<file path="config.mk">
export PLATFORM = sky130hd
export DESIGN_NAME = ice_cream_dispenser
export DESIGN_NICKNAME = d
export VERILOG_FILES = /design/src/rtl/ice_cream_pkg.sv /design/src/rtl/order_fifo.sv /design/src/rtl/ice_cream_dispenser.sv
export SDC_FILE = /design/constraint.sdc
export NUM_CORES = 1
export LEC_CHECK = 0
export BUFFER_PORTS_ARGS = -buffer_cell sky130_fd_sc_hd__buf_2
export CORE_UTILIZATION = 50
export DETAILED_ROUTE_END_ITERATION = 10
export PLACE_DENSITY = 0.67
export SKIP_LAST_GASP = 1
export SLEW_MARGIN = 10
export SYNTH_ARGS = -nofsm -noshare
export SYNTH_HDL_FRONTEND = slang
export SYNTH_SLANG_ARGS = --single-unit
</file>
<file path="constraint.sdc">
create_clock -name clk -period 3.5 [get_ports clk]
set_clock_uncertainty 0.1 [all_clocks]
set_input_delay 1.05 -clock clk [delete_from_list [all_inputs] [get_ports clk]]
set_output_delay 1.05 -clock clk [all_outputs]
set_load 0.02 [all_outputs]
</file>
<file path="src/rtl/ice_cream_pkg.sv">
// Shared encodings for the ice-cream vending path.
// Ball codes are common to the vending FSM and the dispenser.
package ice_cream_pkg;

  typedef enum logic [2:0] {
    S_IDLE,
    S_CUP,
    S_SCOOP,
    S_WAIT_DONE,
    S_FAULT
  } state_t;

  typedef logic [1:0] balls_t;

  localparam balls_t BALLS_NONE = 2'd0;
  localparam balls_t BALLS_ONE  = 2'd1;
  localparam balls_t BALLS_TWO  = 2'd2;

  function automatic logic is_order(balls_t b);
    return (b == BALLS_ONE) || (b == BALLS_TWO);
  endfunction

endpackage

</file>
<file path="src/rtl/order_fifo.sv">
// Small order queue; push and pop may coincide, even when full.
// DEPTH must be a power of two, at least 2.
module order_fifo #(
  parameter int WIDTH = 2,
  parameter int DEPTH = 4
) (
  input  logic                     clk,
  input  logic                     reset,
  input  logic                     push,
  input  logic [WIDTH-1:0]         din,
  input  logic                     pop,
  output logic [WIDTH-1:0]         dout,
  output logic                     full,
  output logic                     empty,
  output logic [$clog2(DEPTH):0]   count
);

  localparam int AW = $clog2(DEPTH);
  localparam int CW = AW + 1;

  logic [WIDTH-1:0] mem [DEPTH];
  logic [AW-1:0]    wptr;
  logic [AW-1:0]    rptr;
  logic             do_push;
  logic             do_pop;

  assign full    = (count == CW'(DEPTH));
  assign empty   = (count == '0);
  assign do_pop  = pop && !empty;
  assign do_push = push && (!full || do_pop);
  assign dout    = mem[rptr];

  always_ff @(posedge clk) begin
    if (do_push) mem[wptr] <= din;
  end

  always_ff @(posedge clk or negedge reset) begin
    if (!reset) begin
      wptr  <= '0;
      rptr  <= '0;
      count <= '0;
    end else begin
      if (do_push) wptr <= wptr + AW'(1);
      if (do_pop)  rptr <= rptr + AW'(1);
      count <= count + CW'(do_push) - CW'(do_pop);
    end
  end

endmodule

</file>
<file path="src/rtl/ice_cream_dispenser.sv">
// Cup release and scoop-motor sequencer behind the vending FSM.
// Orders are queued; one is served at a time with timeout fault.
module ice_cream_dispenser
  import ice_cream_pkg::*;
#(
  parameter int SCOOP_CYCLES = 8,
  parameter int TIMEOUT      = 16,
  parameter int FIFO_DEPTH   = 4
) (
  input  logic                        clk,
  input  logic                        reset,
  input  logic [1:0]                  ice_cream_balls,
  input  logic                        scoop_done,
  input  logic                        fault_clear,
  output logic                        cup_release,
  output logic                        motor_on,
  output logic                        busy,
  output logic                        fault,
  output logic                        overflow,
  output logic [$clog2(FIFO_DEPTH):0] pending,
  output logic [7:0]                  balls_served
);

  localparam int CNT_MAX =
    (SCOOP_CYCLES > TIMEOUT) ? SCOOP_CYCLES : TIMEOUT;
  localparam int CNTW = $clog2(CNT_MAX + 1);

  state_t          state;
  balls_t          balls_q;
  balls_t          fifo_dout;
  logic [1:0]      remain;
  logic [CNTW-1:0] cnt;
  logic            armed;
  logic            push;
  logic            pop;
  logic            fifo_full;
  logic            fifo_empty;

  // armed masks the first edge after reset so a held value is not an order
  assign push = armed && is_order(ice_cream_balls)
             && (ice_cream_balls != balls_q);
  assign pop  = (state == S_IDLE) && !fifo_empty;

  order_fifo #(
    .WIDTH (2),
    .DEPTH (FIFO_DEPTH)
  ) u_fifo (
    .clk   (clk),
    .reset (reset),
    .push  (push),
    .din   (ice_cream_balls),
    .pop   (pop),
    .dout  (fifo_dout),
    .full  (fifo_full),
    .empty (fifo_empty),
    .count (pending)
  );

  always_ff @(posedge clk or negedge reset) begin
    if (!reset) begin
      balls_q  <= BALLS_NONE;
      armed    <= 1'b0;
      overflow <= 1'b0;
    end else begin
      balls_q  <= ice_cream_balls;
      armed    <= 1'b1;
      overflow <= push && fifo_full && !pop;
    end
  end

  always_ff @(posedge clk or negedge reset) begin
    if (!reset) begin
      state        <= S_IDLE;
      remain       <= '0;
      cnt          <= '0;
      cup_release  <= 1'b0;
      motor_on     <= 1'b0;
      busy         <= 1'b0;
      fault        <= 1'b0;
      balls_served <= '0;
    end else begin
      cup_release <= 1'b0;
      unique case (state)
        S_IDLE: begin
          if (!fifo_empty) begin
            remain      <= fifo_dout;
            state       <= S_CUP;
            cup_release <= 1'b1;
            busy        <= 1'b1;
          end
        end
        S_CUP: begin
          state    <= S_SCOOP;
          cnt      <= CNTW'(SCOOP_CYCLES - 1);
          motor_on <= 1'b1;
        end
        S_SCOOP: begin
          if (cnt == '0) begin
            state    <= S_WAIT_DONE;
            cnt      <= CNTW'(TIMEOUT - 1);
            motor_on <= 1'b0;
          end else begin
            cnt <= cnt - CNTW'(1);
          end
        end
        S_WAIT_DONE: begin
          // a confirmation on the expiry cycle still counts
          if (scoop_done) begin
            balls_served <= balls_served + 8'd1;
            remain       <= remain - 2'd1;
            if (remain == 2'd1) begin
              state <= S_IDLE;
              busy  <= 1'b0;
            end else begin
              state    <= S_SCOOP;
              cnt      <= CNTW'(SCOOP_CYCLES - 1);
              motor_on <= 1'b1;
            end
          end else if (cnt == '0) begin
            state <= S_FAULT;
            fault <= 1'b1;
          end else begin
            cnt <= cnt - CNTW'(1);
          end
        end
        S_FAULT: begin
          if (fault_clear) begin
            state <= S_IDLE;
            fault <= 1'b0;
            busy  <= 1'b0;
          end
        end
        default: begin
          state    <= S_IDLE;
          busy     <= 1'b0;
          motor_on <= 1'b0;
          fault    <= 1'b0;
        end
      endcase
    end
  end

endmodule
</file>
==> flow_metrics.tcl, run 1 <==
set metrics [dict create \
    max-cap-violations 0 \
    area_of_the_multi_input_gates_um2 848 \
    timing.critical_path.to_type "flop" \
    ios 22 \
    worstPathCellList "or3_1 > nor2_1 > ha_1 > inv_1 > ha_1 > inv_1 > fa_1 > xnor2_1 > xnor2_1" \
    syn2layout_area_growth_pct 10.5 \
    dr_total_vias 1291 \
    fmax_mhz 376 \
    cellPowerDensity_nw_per_um2 800 \
    count_of_endpoints_failing_hold_in_the_final_timing_report 0 \
    min_delay_worst_endpoint "balls_served[7]$_DFFE_PN0P_" \
    routedLengthMet1_um 1530 \
    layout_worst_path_cycle_share 0.760 \
    start_kind "flop" \
    yosys-top-cells-count "dfrtp_1 (33), inv_1 (12), nand2_1 (12), nor2_1 (12)" \
    drt_first_pass_iters 4 \
    n_antenna_cell 0 \
    ctsHtreeMaxLevel 2 \
    period_needed_ns 2.66 \
    cp_max_fo 14 \
    worst_setup_hold_path_clk_slew_ns 0.08 \
    initial_antenna_violation_count 0 \
    detailedRoute.firstIterationViolations 71 \
    post_synth_inst_count 171 \
    detailedPlacementHpwl_um 2300 \
    hold_class "reg2reg" \
    totalWireLength_um 3230 \
    yosys.cell_count.top_type "dfrtp_1" \
    tritoncts_num_sinks 41 \
    num-nets-final 211 \
    timing.critical_path.max_delay_family "adder cells" \
    synth.yosys.seq_area_share 0.533 \
    tightest_slew_ns 0.737 \
    whs_path_depth 1 \
    avgRoutedWirePerCell_um 13.3 \
    cellLeakagePower_nw 1.03 \
    timing_max_transition_violations_final 0 \
    die_x_um 65.3 \
    post_synth_instance_area_um2 2000 \
    std_cell_rows 22 \
    post-route-drc-count 0 \
    criticalPathCategory "reg2reg" \
    max-clock-path-buffers 2 \
    fraction_of_final_layout_cells_with_drive_strength_greater_than_1 0.205 \
    worst_skew_pair.late_latency_ns 0.29 \
    result_of_the_run "finished, final reports clean" \
    min_from "balls_served[7]$_DFFE_PN0P_" \
    synth_nets 188 \
    cp_slowest_stage_delay_ns 0.54 \
    worst_ir_drop_vdd_mv 0.356 \
    synthFlopType "dfrtp_1" \
    ys.warnings.count 0 \
    ys_types 45 \
    setup_tns_ns 0 \
    final.hold.worst_slack_ns 0.382 \
    core_um2 3740 \
    place_congestion 0.826 \
    layout.filler_cells 337 \
    ys_ff_latch 41 \
    post-route-util 0.591 \
    cp_data_arrival_time_ns 2.74 \
    cts_hold_buffers 0 \
    post_synth_edffs 8 \
    grt_first_pass_wirelength_um 5670 \
    synthTopCellsByArea "dfrtp_1 (41%), edfxtp_1 (12%), ha_1 (6.3%)" \
    fp.dieH_um 65.3 \
    register_to_register_path_setup_slack_ns 0.84 \
    r2r.worst_path.cells 9 \
    setup_violations 0 \
    clk_root_buf "clkbuf_8" \
    timing.critical_path.slowest_stage_cell "dfrtp_1" \
    slew-limit-headroom 0.509 \
    cts-resized-gates 0 \
    worstReg2RegStart "state[0]$_DFFE_PN0P_" \
    regArea_um2 1070 \
    critical_path_buf_inv_count 2 \
    vias_per_cell 5.31 \
    die_area_um2 4260 \
    met2_wl_um 1520 \
    mean_instance_size_in_the_synthesized_netlist_um2 11.7 \
    top_signal_layer_used "met4" \
    async_flop_share 0.805 \
    rsz0062_at_grt "false" \
    synth_area_leader_cell "dfrtp_1" \
    gr-usage-all-layers 0.178 \
    critical_path_required_ns 3.58 \
    grt_pass1_vias 1246 \
    drt.antenna.violating_nets 0 \
    cts_inserted_buffers 5 \
    cts_setup_buffers 0 \
    destination_of_the_worst_register_to_register_timing_path "u_fifo.count[2]$_DFF_PN0_" \
    route.met3.wl_um 142 \
    start_util 0.534 \
    yosys.area.top_type_share 0.413 \
    tritoncts "yes" \
    grt.overflow.total 0 \
    portBuffers 21 \
    grt_max_degree 34 \
]
## sequential cells by signal, indices dropped and copies added, names as in the netlist
| name | flops |
|---|---|
| balls_q | 2 |
| overflow | 1 |
| u_fifo.wptr | 2 |
| state | 3 |
| fault | 1 |
| motor_on | 1 |
| cup_release | 1 |
| u_fifo.count | 3 |
| balls_served | 8 |
| u_fifo.mem | 8 |
| busy | 1 |
| armed | 1 |
| cnt | 5 |
| remain | 2 |
| u_fifo.rptr | 2 |
## kinds of logic (layout without fill, tap and decap cells)
family          count (synthesis)  count (layout)  synth area share
buf+inv                        17              41            0.0431
compound gates                 26              26            0.0951
simple gates                   55              55             0.148
mux                             7               7            0.0494
xor+xnor                       13              13            0.0569
fa+ha+maj                      11              11            0.0725
flops                          41              41             0.533
other cells                     1               1           0.00187
## metrics by stage
step / area, um2 / total power (W) / setup slack (ns) / std cells
3_3_place_gp: 2120 / 0.00145 / 0.640 / 235
4_1_cts: 2210 / 0.00179 / 0.826 / 243
3_5_place_dp: 2120 / 0.00148 / 0.572 / 235
5_1_grt: 2210 / 0.00192 / 0.684 / 243
6_report: 2210 / 0.00177 / 0.839 / 243
2_1_floorplan: 2000 / 0.00132 / 0.850 / 171
## area by class of cell
type / instances / share of cell area
clock buffer: 5 / 0.0311
sequential: 41 / 0.482
clock inverter: 3 / 0.00792
timing repair buffer: 21 / 0.0475
tap: 48 / 0.0272
multi-input combinational: 113 / 0.384
inverter: 12 / 0.0204
## routing by layer
| layer | GRT usage | vias up |
|---|---|---|
| li1 | - | 636 |
| met1 | 0.231 | 627 |
| met2 | 0.282 | 23 |
| met3 | 0.0573 | 5 |
| met4 | 0.0543 | 0 |
| met5 | 0 | - |
## how the worst max path moves through the flow
stage | startpoint | to | slack (ns) | depth (start not counted)
2_1_floorplan | ice_cream_balls[1] | u_fifo.count[2]$_DFF_PN0_ | 0.85 | 9
3_3_place_gp | ice_cream_balls[1] | u_fifo.count[2]$_DFF_PN0_ | 0.64 | 9
3_5_place_dp | ice_cream_balls[1] | u_fifo.count[2]$_DFF_PN0_ | 0.57 | 9
4_1_cts | state[0]$_DFFE_PN0P_ | u_fifo.count[2]$_DFF_PN0_ | 0.83 | 9
5_1_grt | state[0]$_DFFE_PN0P_ | u_fifo.count[2]$_DFF_PN0_ | 0.68 | 9
6_report | state[0]$_DFFE_PN0P_ | u_fifo.count[2]$_DFF_PN0_ | 0.84 | 9
## layout by cell type (no fill, tap or decap), types with 2 or more instances in the layout
cell type,instances
and3_1,4
o21ai_0,6
o21bai_1,2
nand2b_1,2
nor2_1,12
and2_1,4
xnor2_1,10
nor2b_1,2
inv_1,12
a2bb2oi_1,2
edfxtp_1,8
clkinv_2,2
nand2_1,12
xor2_1,3
and4_1,2
mux2i_1,2
a21oi_1,5
mux2_2,3
mux4_2,2
dfrtp_1,33
clkbuf_8,5
ha_1,10
nand3_1,5
nor3_1,5
buf_2,21
## power by group
group	switching (W)	internal (W)
clock network	0.000166	0.000138
registers	0.000165	0.000632
logic	0.000357	0.000310
(Power assumes the default switching activity.)
==> run 2, diff against run 1 <==
==> constraint.sdc (replaced) <==
create_clock -name clk -period 2.6 [get_ports clk]
set_clock_uncertainty 0.1 [all_clocks]
set_input_delay 0.78 -clock clk [delete_from_list [all_inputs] [get_ports clk]]
set_output_delay 0.78 -clock clk [all_outputs]
set_load 0.02 [all_outputs]
==> flow_metrics.tcl, run 2 (synthesized netlist as in run 1, its figures left out) <==
set metrics [dict create \
    drt_first_pass_iters 4 \
    place_congestion 0.748 \
    fmax_mhz 437 \
    syn2layout_area_growth_pct 13.9 \
    gr-usage-all-layers 0.184 \
    cellPowerDensity_nw_per_um2 1080 \
    most-common-layout-cells "dfrtp_1 (33), buf_2 (21), inv_1 (12), nor2_1 (12), nand2_1 (12)" \
    min_from "balls_served[7]$_DFFE_PN0P_" \
    ctsHtreeMaxLevel 2 \
    grt.overflow.total 0 \
    post-route-util 0.609 \
    drt.antenna.violating_nets 0 \
    timing_max_transition_violations_final 0 \
    slew-limit-headroom 0.526 \
    die_area_um2 4260 \
    final.hold.worst_slack_ns 0.378 \
    max-clock-path-buffers 2 \
    cp_data_arrival_time_ns 2.41 \
    grt_pass1_vias 1256 \
    fraction_of_final_layout_cells_with_drive_strength_greater_than_1 0.232 \
    result_of_the_run "finished, final reports clean" \
    layout.filler_cells 337 \
    layout_worst_path_cycle_share 0.879 \
    cts_inserted_buffers 5 \
    layout.cells.most_common "dfrtp_1" \
    grt_first_pass_wirelength_um 5730 \
    critical_path_required_ns 2.73 \
    fp.dieH_um 65.3 \
    clk_root_buf "clkbuf_8" \
    start_util 0.534 \
    destination_of_the_worst_register_to_register_timing_path "u_fifo.count[2]$_DFF_PN0_" \
    register_to_register_path_setup_slack_ns 0.31 \
    worst_ir_drop_vdd_mv 0.474 \
    tightest_slew_ns 0.710 \
    worst_setup_hold_path_clk_slew_ns 0.08 \
    detailedPlacementHpwl_um 2400 \
    cts_setup_buffers 0 \
    totalWireLength_um 3270 \
    core_um2 3740 \
    num-nets-final 219 \
    criticalPathCategory "reg2reg" \
    dr_total_vias 1291 \
    cellLeakagePower_nw 1.07 \
    tritoncts "yes" \
    worstReg2RegStart "state[0]$_DFFE_PN0P_" \
    start_kind "flop" \
    r2r.worst_path.cells 9 \
    initial_antenna_violation_count 0 \
    avgRoutedWirePerCell_um 13.0 \
    pre_cts_ws_ns 0.0941 \
    worst_skew_pair.late_latency_ns 0.30 \
    cp_max_fo 3 \
    tritoncts_num_sinks 41 \
    min_delay_worst_endpoint "balls_served[7]$_DFFE_PN0P_" \
    detailedRoute.firstIterationViolations 136 \
    period_needed_ns 2.29 \
    grt_max_degree 34 \
    setup_violations 0 \
    post-route-drc-count 0 \
    rsz0062_at_grt "false" \
    die_x_um 65.3 \
    max-cap-violations 0 \
    cts-resized-gates 0 \
    std_cell_rows 22 \
    whs_path_depth 1 \
    vias_per_cell 5.14 \
    portBuffers 21 \
    setup_tns_ns 0 \
    hold_class "reg2reg" \
    ios 22 \
    n_antenna_cell 0 \
    timing.final.ws_setup_ns 0.314 \
    timing.critical_path.to_type "flop" \
    count_of_endpoints_failing_hold_in_the_final_timing_report 0 \
    cts_hold_buffers 0 \
    largestRegisters "balls_served (8), u_fifo.mem (8), cnt (5)" \
]
run 2: cell types whose count changed in the layout (fill, tap and decap cells not counted):
cell	change
clkinv_2	-2
clkbuf_1	+1
clkbuf_8	+1
buf_4	+8
run 2: per-stage QoR:
step,cell area (um2),power [W],cells
floorplan,2000,0.00177,171
global placement,2180,0.00199,243
detailed placement,2180,0.00206,243
CTS,2280,0.00249,251
global route,2280,0.00267,251
finish,2280,0.00246,251
run 2: cell type report:
class	count	area (um2)	share of cell area
clock buffer	7	86.3	0.0379
timing repair buffer	29	165	0.0725
clock inverter	1	7.51	0.00329
inverter	12	45.0	0.0198
sequential	41	1070	0.468
tap	48	60.1	0.0264
multi-input combinational	113	848	0.372
run 2: worst max path at each step:
stage	from	to	slack (ns)
after global routing	state[0]$_DFFE_PN0P_	u_fifo.count[2]$_DFF_PN0_	0.21
after CTS	state[0]$_DFFE_PN0P_	u_fifo.count[2]$_DFF_PN0_	0.29
after floorplan	ice_cream_balls[1]	u_fifo.count[2]$_DFF_PN0_	0.22
after detailed placement	ice_cream_balls[1]	u_fifo.count[2]$_DFF_PN0_	0.09
final	state[0]$_DFFE_PN0P_	u_fifo.count[2]$_DFF_PN0_	0.31
after global placement	ice_cream_balls[1]	u_fifo.count[2]$_DFF_PN0_	0.13
run 2: power breakdown:
group / internal [W] / switching, W / total, W
clock: 0.000216 / 0.000215 / 0.000430
sequential: 0.000852 / 0.000185 / 0.00104
combinational: 0.000461 / 0.000534 / 0.000995
total: 0.00153 / 0.000934 / 0.00246
run 2: per-layer routing:
layer	track usage	routed length [um]	part of all wire
met1	0.226	1450	0.44
met4	0.0734	56	0.017
met5	0	0	0
met2	0.309	1660	0.51
met3	0.0469	108	0.033
run 2: critical path, cell delays in order (launching register included):
cell and delay (ns):
dfrtp_1 0.37, or3_1 0.43, nor2_1 0.15, ha_1 0.25, inv_1 0.06, ha_1 0.13
inv_1 0.04, fa_1 0.37, xnor2_1 0.19, xnor2_1 0.13
==> run 3, diff against run 2 <==
--- a/config.mk
+++ b/config.mk
@@ -5,7 +5,7 @@
 export SDC_FILE = /design/constraint.sdc
 export NUM_CORES = 1
 export LEC_CHECK = 0
-export BUFFER_PORTS_ARGS = -buffer_cell sky130_fd_sc_hd__buf_2
+export BUFFER_PORTS_ARGS = -buffer_cell sky130_fd_sc_hd__buf_4
 export CORE_UTILIZATION = 50
 export DETAILED_ROUTE_END_ITERATION = 10
 export PLACE_DENSITY = 0.67
==> flow_metrics.tcl, run 3 (synthesized netlist as in run 1, its figures left out) <==
set metrics [dict create \
    internal-power_w 0.00163 \
    fraction_of_final_layout_cells_with_drive_strength_greater_than_1 0.229 \
    die_x_um 65.3 \
    std_cell_rows 22 \
    slew-limit-headroom 0.538 \
    vias_per_cell 5.28 \
    drt_first_pass_iters 4 \
    tritoncts "yes" \
    cellLeakagePower_nw 1.08 \
    cts_setup_buffers 0 \
    timing.critical_path.to_type "flop" \
    worst_ir_drop_vdd_mv 0.535 \
    cellPowerDensity_nw_per_um2 1100 \
    timing.critical_path.slowest_stage_cell "or3_1" \
    tightest_slew_ns 0.684 \
    grt.overflow.total 0 \
    totalWireLength_um 3280 \
    grt_first_pass_wirelength_um 5810 \
    power.share.sequential 0.404 \
    initial_antenna_violation_count 0 \
    grt_pass1_vias 1327 \
    critical_path_buf_inv_count 2 \
    cp_max_fo 3 \
    area_of_the_multi_input_gates_um2 848 \
    worst_setup_hold_path_clk_slew_ns 0.09 \
    n_antenna_cell 0 \
    dr_total_vias 1315 \
    totalPowerFinal_w 0.00258 \
    fp.dieH_um 65.3 \
    most-common-layout-cells "dfrtp_1 (33), buf_4 (27), inv_1 (12), nor2_1 (12), nand2_1 (12)" \
    largestRegisters "balls_served (8), u_fifo.mem (8), cnt (5)" \
    cp_slowest_stage_delay_ns 0.43 \
    max-clock-path-buffers 2 \
    start_kind "flop" \
    result_of_the_run "finished, final reports clean" \
    cp_data_arrival_time_ns 2.37 \
    layout_worst_path_cycle_share 0.884 \
    core_um2 3740 \
    ios 22 \
    place_congestion 0.790 \
    tritoncts_num_sinks 41 \
    die_area_um2 4260 \
    fmax_mhz 435 \
    timing.critical_path.max_delay_family "adder cells" \
    avgRoutedWirePerCell_um 13.2 \
    netSwitchingFraction 0.366 \
    detailedRoute.firstIterationViolations 67 \
    critical_path_required_ns 2.67 \
    worst_skew_pair.late_latency_ns 0.29 \
    gr-usage-all-layers 0.181 \
    setup_tns_ns 0 \
    clk_root_buf "clkbuf_8" \
    period_needed_ns 2.30 \
    worstPathCellList "or3_1 > nor2_1 > ha_1 > inv_1 > ha_1 > inv_1 > fa_1 > xnor2_1 > xnor2_1" \
    detailedPlacementHpwl_um 2430 \
    syn2layout_area_growth_pct 16.8 \
    layout.filler_cells 322 \
    layout.cells.most_common "dfrtp_1" \
    max-cap-violations 0 \
    criticalPathCategory "reg2reg" \
    ctsHtreeMaxLevel 2 \
    portBuffers 21 \
    timing_max_transition_violations_final 0 \
    cts_hold_buffers 0 \
    grt_max_degree 34 \
    count_of_endpoints_failing_hold_in_the_final_timing_report 0 \
    rsz0062_at_grt "false" \
    net-switching-power_w 0.000945 \
    hold_class "in2async" \
    setup_violations 0 \
    num-nets-final 217 \
    drt.antenna.violating_nets 0 \
    cts-resized-gates 0 \
    post-route-drc-count 0 \
    regArea_um2 1070 \
    combPwrFrac 0.396 \
    cts_inserted_buffers 5 \
    clockPowerShare 0.200 \
    start_util 0.534 \
]
run 3: cell types whose count changed in the layout (fill, tap and decap cells not counted), sizes merged:
cell	change
bufinv	+1
clkinv	+1
buf	-2
clkbuf	-2
run 3: final cells by class:
cell class,instances,area share
clock buffer,5,0.0294
clock inverter,3,0.0198
inverter,12,0.0193
multi-input combinational,113,0.363
sequential,41,0.456
tap,48,0.0257
timing repair buffer,27,0.0867
run 3: power by group through the flow:
stage / combinational (W) / sequential, W / clock, W
finish: 0.00102 / 0.00104 / 0.000514
global placement: 0.000993 / 0.00104 / 0
floorplan: 0.000659 / 0.00111 / 0
CTS: 0.00104 / 0.00104 / 0.000526
detailed placement: 0.00103 / 0.00105 / 0
global route: 0.00117 / 0.00108 / 0.000544
run 3: metrics by stage:
step           hold WS [ns]  instances  instance area [um2]  setup WS, ns  utilization
6_report              0.316        249                 2340         0.301        0.624
5_1_grt               0.340        249                 2340         0.112        0.624
4_1_cts               0.325        249                 2340         0.290        0.624
3_5_place_dp          0.372        241                 2220         0.101        0.594
3_3_place_gp          0.362        241                 2220         0.131        0.594
2_1_floorplan         0.361        171                 2000         0.220            -
run 3: worst paths after layout:
path                       slack, ns                          end                         from  depth (start not counted)
max                             0.30    u_fifo.count[2]$_DFF_PN0_         state[0]$_DFFE_PN0P_                          9
min                             0.32         balls_q[1]$_DFF_PN0_                        reset                          1
max reg2reg                     0.30    u_fifo.count[2]$_DFF_PN0_         state[0]$_DFFE_PN0P_                          9
min reg2reg                     0.38  balls_served[7]$_DFFE_PN0P_  balls_served[7]$_DFFE_PN0P_                          1
max in group asynchronous       1.78  balls_served[6]$_DFFE_PN0P_                        reset                          1
min in group clk                0.38  balls_served[7]$_DFFE_PN0P_  balls_served[7]$_DFFE_PN0P_                          1
run 3: routing by layer:
metal / global-route usage / vias to the layer above / wire [um]
li1: - / 644 / -
met3: 0.0469 / 2 / 104
met4: 0.0408 / 0 / 13
met5: 0 / - / 0
met1: 0.221 / 648 / 1500
met2: 0.321 / 21 / 1660
